**config.mk**
```make
export PLATFORM = sky130hd
export DESIGN_NAME = alu_seq
export DESIGN_NICKNAME = d
export VERILOG_FILES = /design/src/rtl/alu_seq.sv
export SDC_FILE = /design/constraint.sdc
export NUM_CORES = 1
export LEC_CHECK = 0
export CORE_MARGIN = 2
export CORE_UTILIZATION = 53
export DETAILED_ROUTE_END_ITERATION = 10
export PLACE_DENSITY_LB_ADDON = 0.3
export SLEW_MARGIN = 25
export SYNTH_ARGS = -nofsm -noshare
export SYNTH_HDL_FRONTEND = slang
export SYNTH_SLANG_ARGS = --single-unit
```
**constraint.sdc**
```tcl
create_clock -name clk -period 11.1 [get_ports clk]
set_input_delay 2.22 -clock clk [delete_from_list [all_inputs] [get_ports clk]]
set_output_delay 2.22 -clock clk [all_outputs]
set_load 0.02 [all_outputs]
```
**src/rtl/alu_seq.sv**
```systemverilog
// -----------------------------------------------------------------------------
// alu_seq -- sequential signed ALU with a valid/ready handshake on both sides.
//
// Single-cycle ops (ADD, SUB, logic, shifts, illegal) go IDLE->DONE at accept.
// MUL and DIV go through BUSY for N cycles: MUL is shift-add and DIV is
// restoring division. Both run on operand magnitudes, and the signs are
// applied on the final cycle.
//
// Ports:
//   clk, rst_n           clock, asynchronous active-low reset
//   in_valid / in_ready  operation handshake (in_ready = IDLE)
//   a, b                 signed N-bit operands
//   opcode               0 ADD 1 SUB 2 MUL 3 DIV 4 AND 5 OR 6 XOR 7 NOR
//                        8 SLL 9 SRA, 10-15 illegal
//   out_valid/out_ready  result handshake (out_valid = DONE)
//   result, remainder    primary / secondary result
//   carry_out, zero, overflow, div_by_zero, illegal_op   status flags
// -----------------------------------------------------------------------------
module alu_seq #(
    parameter int N = 32
) (
    input  logic         clk,
    input  logic         rst_n,
    input  logic         in_valid,
    output logic         in_ready,
    input  logic [N-1:0] a,
    input  logic [N-1:0] b,
    input  logic [3:0]   opcode,
    output logic         out_valid,
    input  logic         out_ready,
    output logic [N-1:0] result,
    output logic [N-1:0] remainder,
    output logic         carry_out,
    output logic         zero,
    output logic         overflow,
    output logic         div_by_zero,
    output logic         illegal_op
);

    localparam int SW = $clog2(N);

    localparam logic [3:0] OP_ADD = 4'd0;
    localparam logic [3:0] OP_SUB = 4'd1;
    localparam logic [3:0] OP_MUL = 4'd2;
    localparam logic [3:0] OP_DIV = 4'd3;
    localparam logic [3:0] OP_AND = 4'd4;
    localparam logic [3:0] OP_OR  = 4'd5;
    localparam logic [3:0] OP_XOR = 4'd6;
    localparam logic [3:0] OP_NOR = 4'd7;
    localparam logic [3:0] OP_SLL = 4'd8;
    localparam logic [3:0] OP_SRA = 4'd9;

    typedef enum logic [1:0] {S_IDLE, S_BUSY, S_DONE} state_e;

    // Everything that gets loaded into the output registers; zero is derived.
    typedef struct packed {
        logic [N-1:0] res;
        logic [N-1:0] rem;
        logic         c;
        logic         v;
        logic         dbz;
        logic         ill;
    } res_t;

    state_e        state, state_next;
    logic          accept, iter_last, iter_op, load_en;
    logic [N-1:0]  a_q, b_q;
    logic          is_mul_q;
    logic [SW-1:0] cnt;
    logic [N-1:0]  hi, lo, hi_n, lo_n;
    logic [N:0]    mul_sum, div_shift, div_trial;
    logic [N:0]    wide;
    logic [SW-1:0] sh;
    logic          neg;
    logic [2*N-1:0] prod;
    res_t          quick, slow, load_val;

    function automatic logic [N-1:0] mag(input logic [N-1:0] x);
        return x[N-1] ? -x : x;
    endfunction

    assign in_ready  = (state == S_IDLE);
    assign out_valid = (state == S_DONE);
    assign iter_op   = (opcode == OP_MUL) || (opcode == OP_DIV);

    // ---------------------------------------------------------------- FSM
    always_ff @(posedge clk or negedge rst_n) begin
        if (!rst_n) state <= S_IDLE;
        // NOTE: non-blocking assignment so every register samples pre-edge values.
        else        state <= state_next;
    end

    always_comb begin
        // NOTE: defaults first -- every path assigns every output, so no latch.
        state_next = state;
        accept     = 1'b0;
        iter_last  = (cnt == SW'(N-1));
        case (state)
            S_IDLE: if (in_valid) begin
                accept     = 1'b1;
                state_next = iter_op ? S_BUSY : S_DONE;
            end
            S_BUSY: if (iter_last) state_next = S_DONE;
            S_DONE: if (out_ready) state_next = S_IDLE;
            default: state_next = S_IDLE;
        endcase
    end

    // ------------------------------------------- single-cycle ops (raw inputs)
    always_comb begin
        quick = '0;
        wide  = '0;
        sh    = b[SW-1:0];
        case (opcode)
            OP_ADD: begin
                wide      = {1'b0, a} + {1'b0, b};
                quick.res = wide[N-1:0];
                quick.c   = wide[N];
                quick.v   = (a[N-1] == b[N-1]) && (wide[N-1] != a[N-1]);
            end
            OP_SUB: begin
                wide      = {1'b0, a} - {1'b0, b};
                quick.res = wide[N-1:0];
                quick.c   = wide[N];                      // borrow == (a < b) unsigned
                quick.v   = (a[N-1] != b[N-1]) && (wide[N-1] != a[N-1]);
            end
            OP_AND: quick.res = a & b;
            OP_OR:  quick.res = a | b;
            OP_XOR: quick.res = a ^ b;
            OP_NOR: quick.res = ~(a | b);
            OP_SLL: begin
                // Spare MSB catches the last bit shifted out (0 when sh == 0).
                wide      = {1'b0, a} << sh;
                quick.res = wide[N-1:0];
                quick.c   = wide[N];
            end
            OP_SRA: begin
                // Spare LSB catches the last bit shifted out (0 when sh == 0).
                wide      = $signed({a, 1'b0}) >>> sh;
                quick.res = wide[N:1];
                quick.c   = wide[0];
            end
            OP_MUL, OP_DIV: ;                             // iterative path
            default: quick.ill = 1'b1;
        endcase
    end

    // ------------------------------------------------- one MUL / DIV iteration
    always_comb begin
        mul_sum   = lo[0] ? ({1'b0, hi} + {1'b0, mag(a_q)}) : {1'b0, hi};
        div_shift = {hi, lo[N-1]};
        div_trial = div_shift - {1'b0, mag(b_q)};
        if (is_mul_q) begin
            hi_n = mul_sum[N:1];
            lo_n = {mul_sum[0], lo[N-1:1]};
        end else if (!div_trial[N]) begin
            hi_n = div_trial[N-1:0];
            lo_n = {lo[N-2:0], 1'b1};
        end else begin
            hi_n = div_shift[N-1:0];
            lo_n = {lo[N-2:0], 1'b0};
        end
    end

    // ----------------------------- sign fix-up applied on the last iteration
    always_comb begin
        slow = '0;
        neg  = a_q[N-1] ^ b_q[N-1];
        prod = neg ? -{hi_n, lo_n} : {hi_n, lo_n};
        if (is_mul_q) begin
            slow.res = prod[N-1:0];
            slow.rem = prod[2*N-1:N];
            slow.v   = (prod[2*N-1:N] != {N{prod[N-1]}});
        end else if (b_q == '0) begin
            slow.res = '1;
            slow.rem = a_q;
            slow.dbz = 1'b1;
        end else begin
            // MIN / -1 lands on MIN naturally (magnitude 2^(N-1) negated).
            slow.res = neg ? -lo_n : lo_n;
            slow.rem = a_q[N-1] ? -hi_n : hi_n;
            slow.v   = (a_q == {1'b1, {(N-1){1'b0}}}) && (b_q == '1);
        end
    end

    assign load_en  = (accept && !iter_op) || ((state == S_BUSY) && iter_last);
    assign load_val = (state == S_BUSY) ? slow : quick;

    // ------------------------------------------------------------ datapath
    always_ff @(posedge clk or negedge rst_n) begin
        if (!rst_n) begin
            // NOTE: all state is plain flops (no RAM), so all of it is reset.
            a_q         <= '0;
            b_q         <= '0;
            is_mul_q    <= 1'b0;
            cnt         <= '0;
            hi          <= '0;
            lo          <= '0;
            result      <= '0;
            remainder   <= '0;
            carry_out   <= 1'b0;
            zero        <= 1'b0;
            overflow    <= 1'b0;
            div_by_zero <= 1'b0;
            illegal_op  <= 1'b0;
        end else begin
            if (accept) begin
                a_q      <= a;
                b_q      <= b;
                is_mul_q <= (opcode == OP_MUL);
                cnt      <= '0;
                hi       <= '0;
                // MUL shifts the multiplier (|b|) out of lo; DIV shifts |a| in.
                lo       <= (opcode == OP_MUL) ? mag(b) : mag(a);
            end else if (state == S_BUSY) begin
                hi  <= hi_n;
                lo  <= lo_n;
                cnt <= cnt + 1'b1;
            end
            if (load_en) begin
                result      <= load_val.res;
                remainder   <= load_val.rem;
                carry_out   <= load_val.c;
                zero        <= (load_val.res == '0);
                overflow    <= load_val.v;
                div_by_zero <= load_val.dbz;
                illegal_op  <= load_val.ill;
            end
        end
    end

endmodule

```
==> run summary <==
### Synthesis
* **average cell area after synthesis** 7.36 um2
* **Synth top cells by count** sky130_fd_sc_hd__o21ai_0, sky130_fd_sc_hd__nand2_1, sky130_fd_sc_hd__nor2_1, sky130_fd_sc_hd__a21oi_1, sky130_fd_sc_hd__clkbuf_1
* **number of warnings printed during yosys synthesis** 0
* **number of enable-type register cells in the synthesized netlist** 0
* **register bit count reported by yosys** 205
* **synthesized instance count** 3801
* **mapped cell area** 28000 um2
* **most common cell in the netlist** sky130_fd_sc_hd__o21ai_0
* **post-synthesis sequential area ratio** 0.183
* **largest area contributor in the netlist** sky130_fd_sc_hd__dfrtp_1
* **unique cell type count in the Yosys netlist** 99
* **post-synth top area share** 0.183
* **net count of the mapped netlist** 4047
* **dominant synthesized flop cell** sky130_fd_sc_hd__dfrtp_1
* **Post-synth ARST share** 1.00
* **biggest area contributors in the synthesized netlist** sky130_fd_sc_hd__dfrtp_1, sky130_fd_sc_hd__ha_1, sky130_fd_sc_hd__o21ai_0, sky130_fd_sc_hd__xnor2_1, sky130_fd_sc_hd__nand2_1

### Clock network
* **Max H-tree Level** 1
* **sink count of the clock tree** 205
* **clock root buffer** sky130_fd_sc_hd__clkbuf_16
* **Post-CTS Repair Setup Buffers** 0
* **TritonCTS clock tree** done
* **clock slew at reported path FFs** 0.06 ns
* **clock buffer count from CTS** 26
* **cells resized by post-CTS repair** 0
* **clock buffer depth** 3
* **number of hold buffers added after cts** 0
* **worst-skew pair later-pin latency** 0.60 ns

### Global routing
* **antenna violations before repair** 0
* **vias in the first global route** 28300
* **total routing usage reported by global routing** 0.461
* **total congestion overflow after global routing** 0
* **maximum number of pins on one net before global-route repair** 114
* **global-route wire length before repair** 187000 um

### Critical path
* **largest fanout on the critical path** 17
* **slack of the worst reg-to-reg path** 1.92 ns
* **WS Path Type** flop to flop
* **end point of the critical path** overflow
* **type of destination of the critical path** flop
* **Worst EP arrival** 9.63 ns
* **worst r2r path cells** 27
* **worst path required time** 11.55 ns
* **nature of the critical path startpoint** flop
* **terminus of the critical flop-to-flop path** overflow
* **startpoint of the most critical register-to-register path** b_q[5]
* **crit path from** b_q[5]

### STA
* **achievable clock frequency** 109 MHz
* **Post-Route Skew** 0.0566 ns
* **final period demand of the worst path** 9.18 ns
* **Final Hold Fails** 0
* **final period utilization** 0.827
* **Worst Slack Setup Final** 1.92 ns
* **setup repair after global routing missed its margin** no
* **headroom to the max-slew limit** 0.211
* **Total Negative Setup Slacks** 0 ns
* **setup-violating endpoint count in the final report** 0
* **slew of the pin with the lowest slew margin** 1.18 ns
* **count of pins over their slew limit** 0

### Layout
* **post-route cell area** 30700 um2
* **non-filler instance count after layout** 4472
* **fraction of final layout cells sized beyond drive strength 1** 0.0658
* **synthesis-to-finish area growth** 9.64%
* **NumNets Final** 4009

### Drt
* **DRC violations left** 0
* **vias** 31400
* **total wire length after detailed routing** 129000 um
* **Via-to-Cell Ratio** 7.01
* **remaining antenna violation count after routing** 0
* **per-cell routed wire length** 28.8 um
* **Initial DRC Count** 4086
* **first drt pass iteration count** 8

### Floorplan
* **boundary pin count** 143
* **CORE AREA** 52300 um2
* **Die H** 234 um
* **effective utilization at floorplan** 0.535
* **total number of placement rows** 84
* **horizontal extent of the die** 234 um
* **die area** 54600 um2

### Placed design
* **total placed cells including tap cells** 4423
* **final estimated routing congestion in global placement** 1.08
* **final HPWL from detailed placement** 99500 um
* **placed inst area** 29800 um2
* **worst slack, placed** 2.12 ns
* **port buffer count** 142

### Run status
* **run status** complete, no violations

### Min path
* **beginning of the worst hold path** remainder[15]
* **Hold Crit Class** flop to flop

### Power
* **total power** 4.98 mW
* **static power due to leakage** 12.6 nW
* **power per unit of standard cell area** 162 nW/um2
* **VDD IR-drop max** 122 uV

### Flow run
* **max cap viols** 0

[area by class of cell]
| class | instances | area (um2) |
|---|---|---|
| inverter | 141 | 529 |
| tap | 688 | 861 |
| timing repair buffer | 218 | 1970 |
| multi-input combinational | 3171 | 21300 |
| clock buffer | 33 | 707 |
| antenna | 1 | 2.50 |
| sequential | 205 | 5130 |
| fill | 5005 | 21700 |
| clock inverter | 15 | 168 |
[cells in the final DEF, fill, tap and decap left out, types with 16 or more instances in the layout]
master | Yosys | routed
sky130_fd_sc_hd__a211oi_1 | 75 | 75
sky130_fd_sc_hd__a21o_1 | 54 | 54
sky130_fd_sc_hd__a21oi_1 | 245 | 244
sky130_fd_sc_hd__a221oi_1 | 17 | 17
sky130_fd_sc_hd__a31oi_1 | 56 | 54
sky130_fd_sc_hd__and2_1 | 21 | 21
sky130_fd_sc_hd__and3_1 | 29 | 29
sky130_fd_sc_hd__buf_4 | 2 | 78
sky130_fd_sc_hd__clkbuf_16 | 0 | 26
sky130_fd_sc_hd__clkdlybuf4s50_1 | 0 | 135
sky130_fd_sc_hd__dfrtp_1 | 205 | 204
sky130_fd_sc_hd__ha_1 | 170 | 170
sky130_fd_sc_hd__inv_1 | 140 | 138
sky130_fd_sc_hd__mux2i_1 | 121 | 121
sky130_fd_sc_hd__mux4_2 | 50 | 50
sky130_fd_sc_hd__nand2_1 | 402 | 401
sky130_fd_sc_hd__nand2b_1 | 39 | 38
sky130_fd_sc_hd__nand3_1 | 98 | 98
sky130_fd_sc_hd__nand4_1 | 47 | 47
sky130_fd_sc_hd__nor2_1 | 381 | 378
sky130_fd_sc_hd__nor2b_1 | 23 | 22
sky130_fd_sc_hd__nor3_1 | 84 | 84
sky130_fd_sc_hd__nor4_1 | 39 | 39
sky130_fd_sc_hd__o211ai_1 | 46 | 46
sky130_fd_sc_hd__o21a_1 | 21 | 21
sky130_fd_sc_hd__o21ai_0 | 408 | 407
sky130_fd_sc_hd__o221ai_1 | 32 | 32
sky130_fd_sc_hd__o22ai_1 | 16 | 16
sky130_fd_sc_hd__o31ai_1 | 67 | 67
sky130_fd_sc_hd__o41ai_1 | 28 | 28
sky130_fd_sc_hd__or3_1 | 41 | 41
sky130_fd_sc_hd__or4_1 | 24 | 24
sky130_fd_sc_hd__xnor2_1 | 193 | 192
sky130_fd_sc_hd__xor2_1 | 72 | 71
[worst max-delay path, cell delays in order (launching register included)]
cell	delay, ns
sky130_fd_sc_hd__dfrtp_1	0.42
sky130_fd_sc_hd__nor4_1	0.71
sky130_fd_sc_hd__nand3_1	0.29
sky130_fd_sc_hd__or4_1	0.64
sky130_fd_sc_hd__o31ai_1	0.31
sky130_fd_sc_hd__xor2_1	0.19
sky130_fd_sc_hd__ha_1	0.32
sky130_fd_sc_hd__a21o_1	0.23
sky130_fd_sc_hd__a31o_1	0.35
sky130_fd_sc_hd__a311o_1	0.47
sky130_fd_sc_hd__o21ai_1	0.29
sky130_fd_sc_hd__a22oi_4	0.21
sky130_fd_sc_hd__nand4_1	0.24
sky130_fd_sc_hd__a21boi_0	0.36
sky130_fd_sc_hd__ha_1	0.29
sky130_fd_sc_hd__nand2_1	0.10
sky130_fd_sc_hd__nor4_1	0.31
sky130_fd_sc_hd__buf_4	0.20
sky130_fd_sc_hd__and2_1	0.22
sky130_fd_sc_hd__nand3_1	0.15
sky130_fd_sc_hd__nor2_1	0.48
sky130_fd_sc_hd__a21oi_1	0.16
sky130_fd_sc_hd__xor2_1	0.19
sky130_fd_sc_hd__or4_1	0.52
sky130_fd_sc_hd__or4_1	0.42
sky130_fd_sc_hd__or4_1	0.51
sky130_fd_sc_hd__a221oi_2	0.31
sky130_fd_sc_hd__a211oi_1	0.12
[stage by stage]
step	util	hold slack (ns)
after detailed placement	0.569	0.470
after global placement	0.569	0.462
after global routing	0.586	0.503
final	0.586	0.475
after floorplan	-	0.465
after CTS	0.586	0.483
[state kept, by name (all words and copies together) (netlist names)]
signal       flops
zero             1
result          32
cnt              5
state            2
is_mul_q         1
remainder       32
div_by_zero      1
hi              32
overflow         1
illegal_op       1
carry_out        1
b_q             32
a_q             32
lo              32
[report_power, final]
part / internal, mW / total [mW] / switching, mW
registers: 0.889 / 1.15 / 0.258
logic: 1.07 / 2.95 / 1.88
clock network: 0.503 / 0.882 / 0.379
total: 2.47 / 4.98 / 2.52
[worst min-delay path by stage]
stage,end,depth (start not counted)
floorplan,cnt[2],1
global placement,remainder[12],2
detailed placement,remainder[15],2
CTS,remainder[15],2
global route,remainder[6],2
finish,remainder[15],2
[logic make-up (layout without fill, tap and decap cells)]
group | Yosys count | after routing | share of synthesized area
AND/OR/NAND/NOR | 1295 | 1295 | 0.218
other | 0 | 1 | 0
XOR/XNOR | 265 | 265 | 0.0830
AO/OA/AOI/OAI | 1253 | 1253 | 0.289
multiplexers | 184 | 184 | 0.0888
flip-flops | 205 | 205 | 0.183
buffers and inverters | 425 | 407 | 0.0583
adder cells (fa/ha/maj) | 174 | 174 | 0.0789
[routing by layer]
metal	track usage	routed length, um	up-vias
li1	-	-	14000
met1	0.569	47800	14600
met2	0.705	54900	2157
met3	0.0703	12300	577
met4	0.395	13900	0
met5	0	0	-
(Power assumes the default switching activity.)
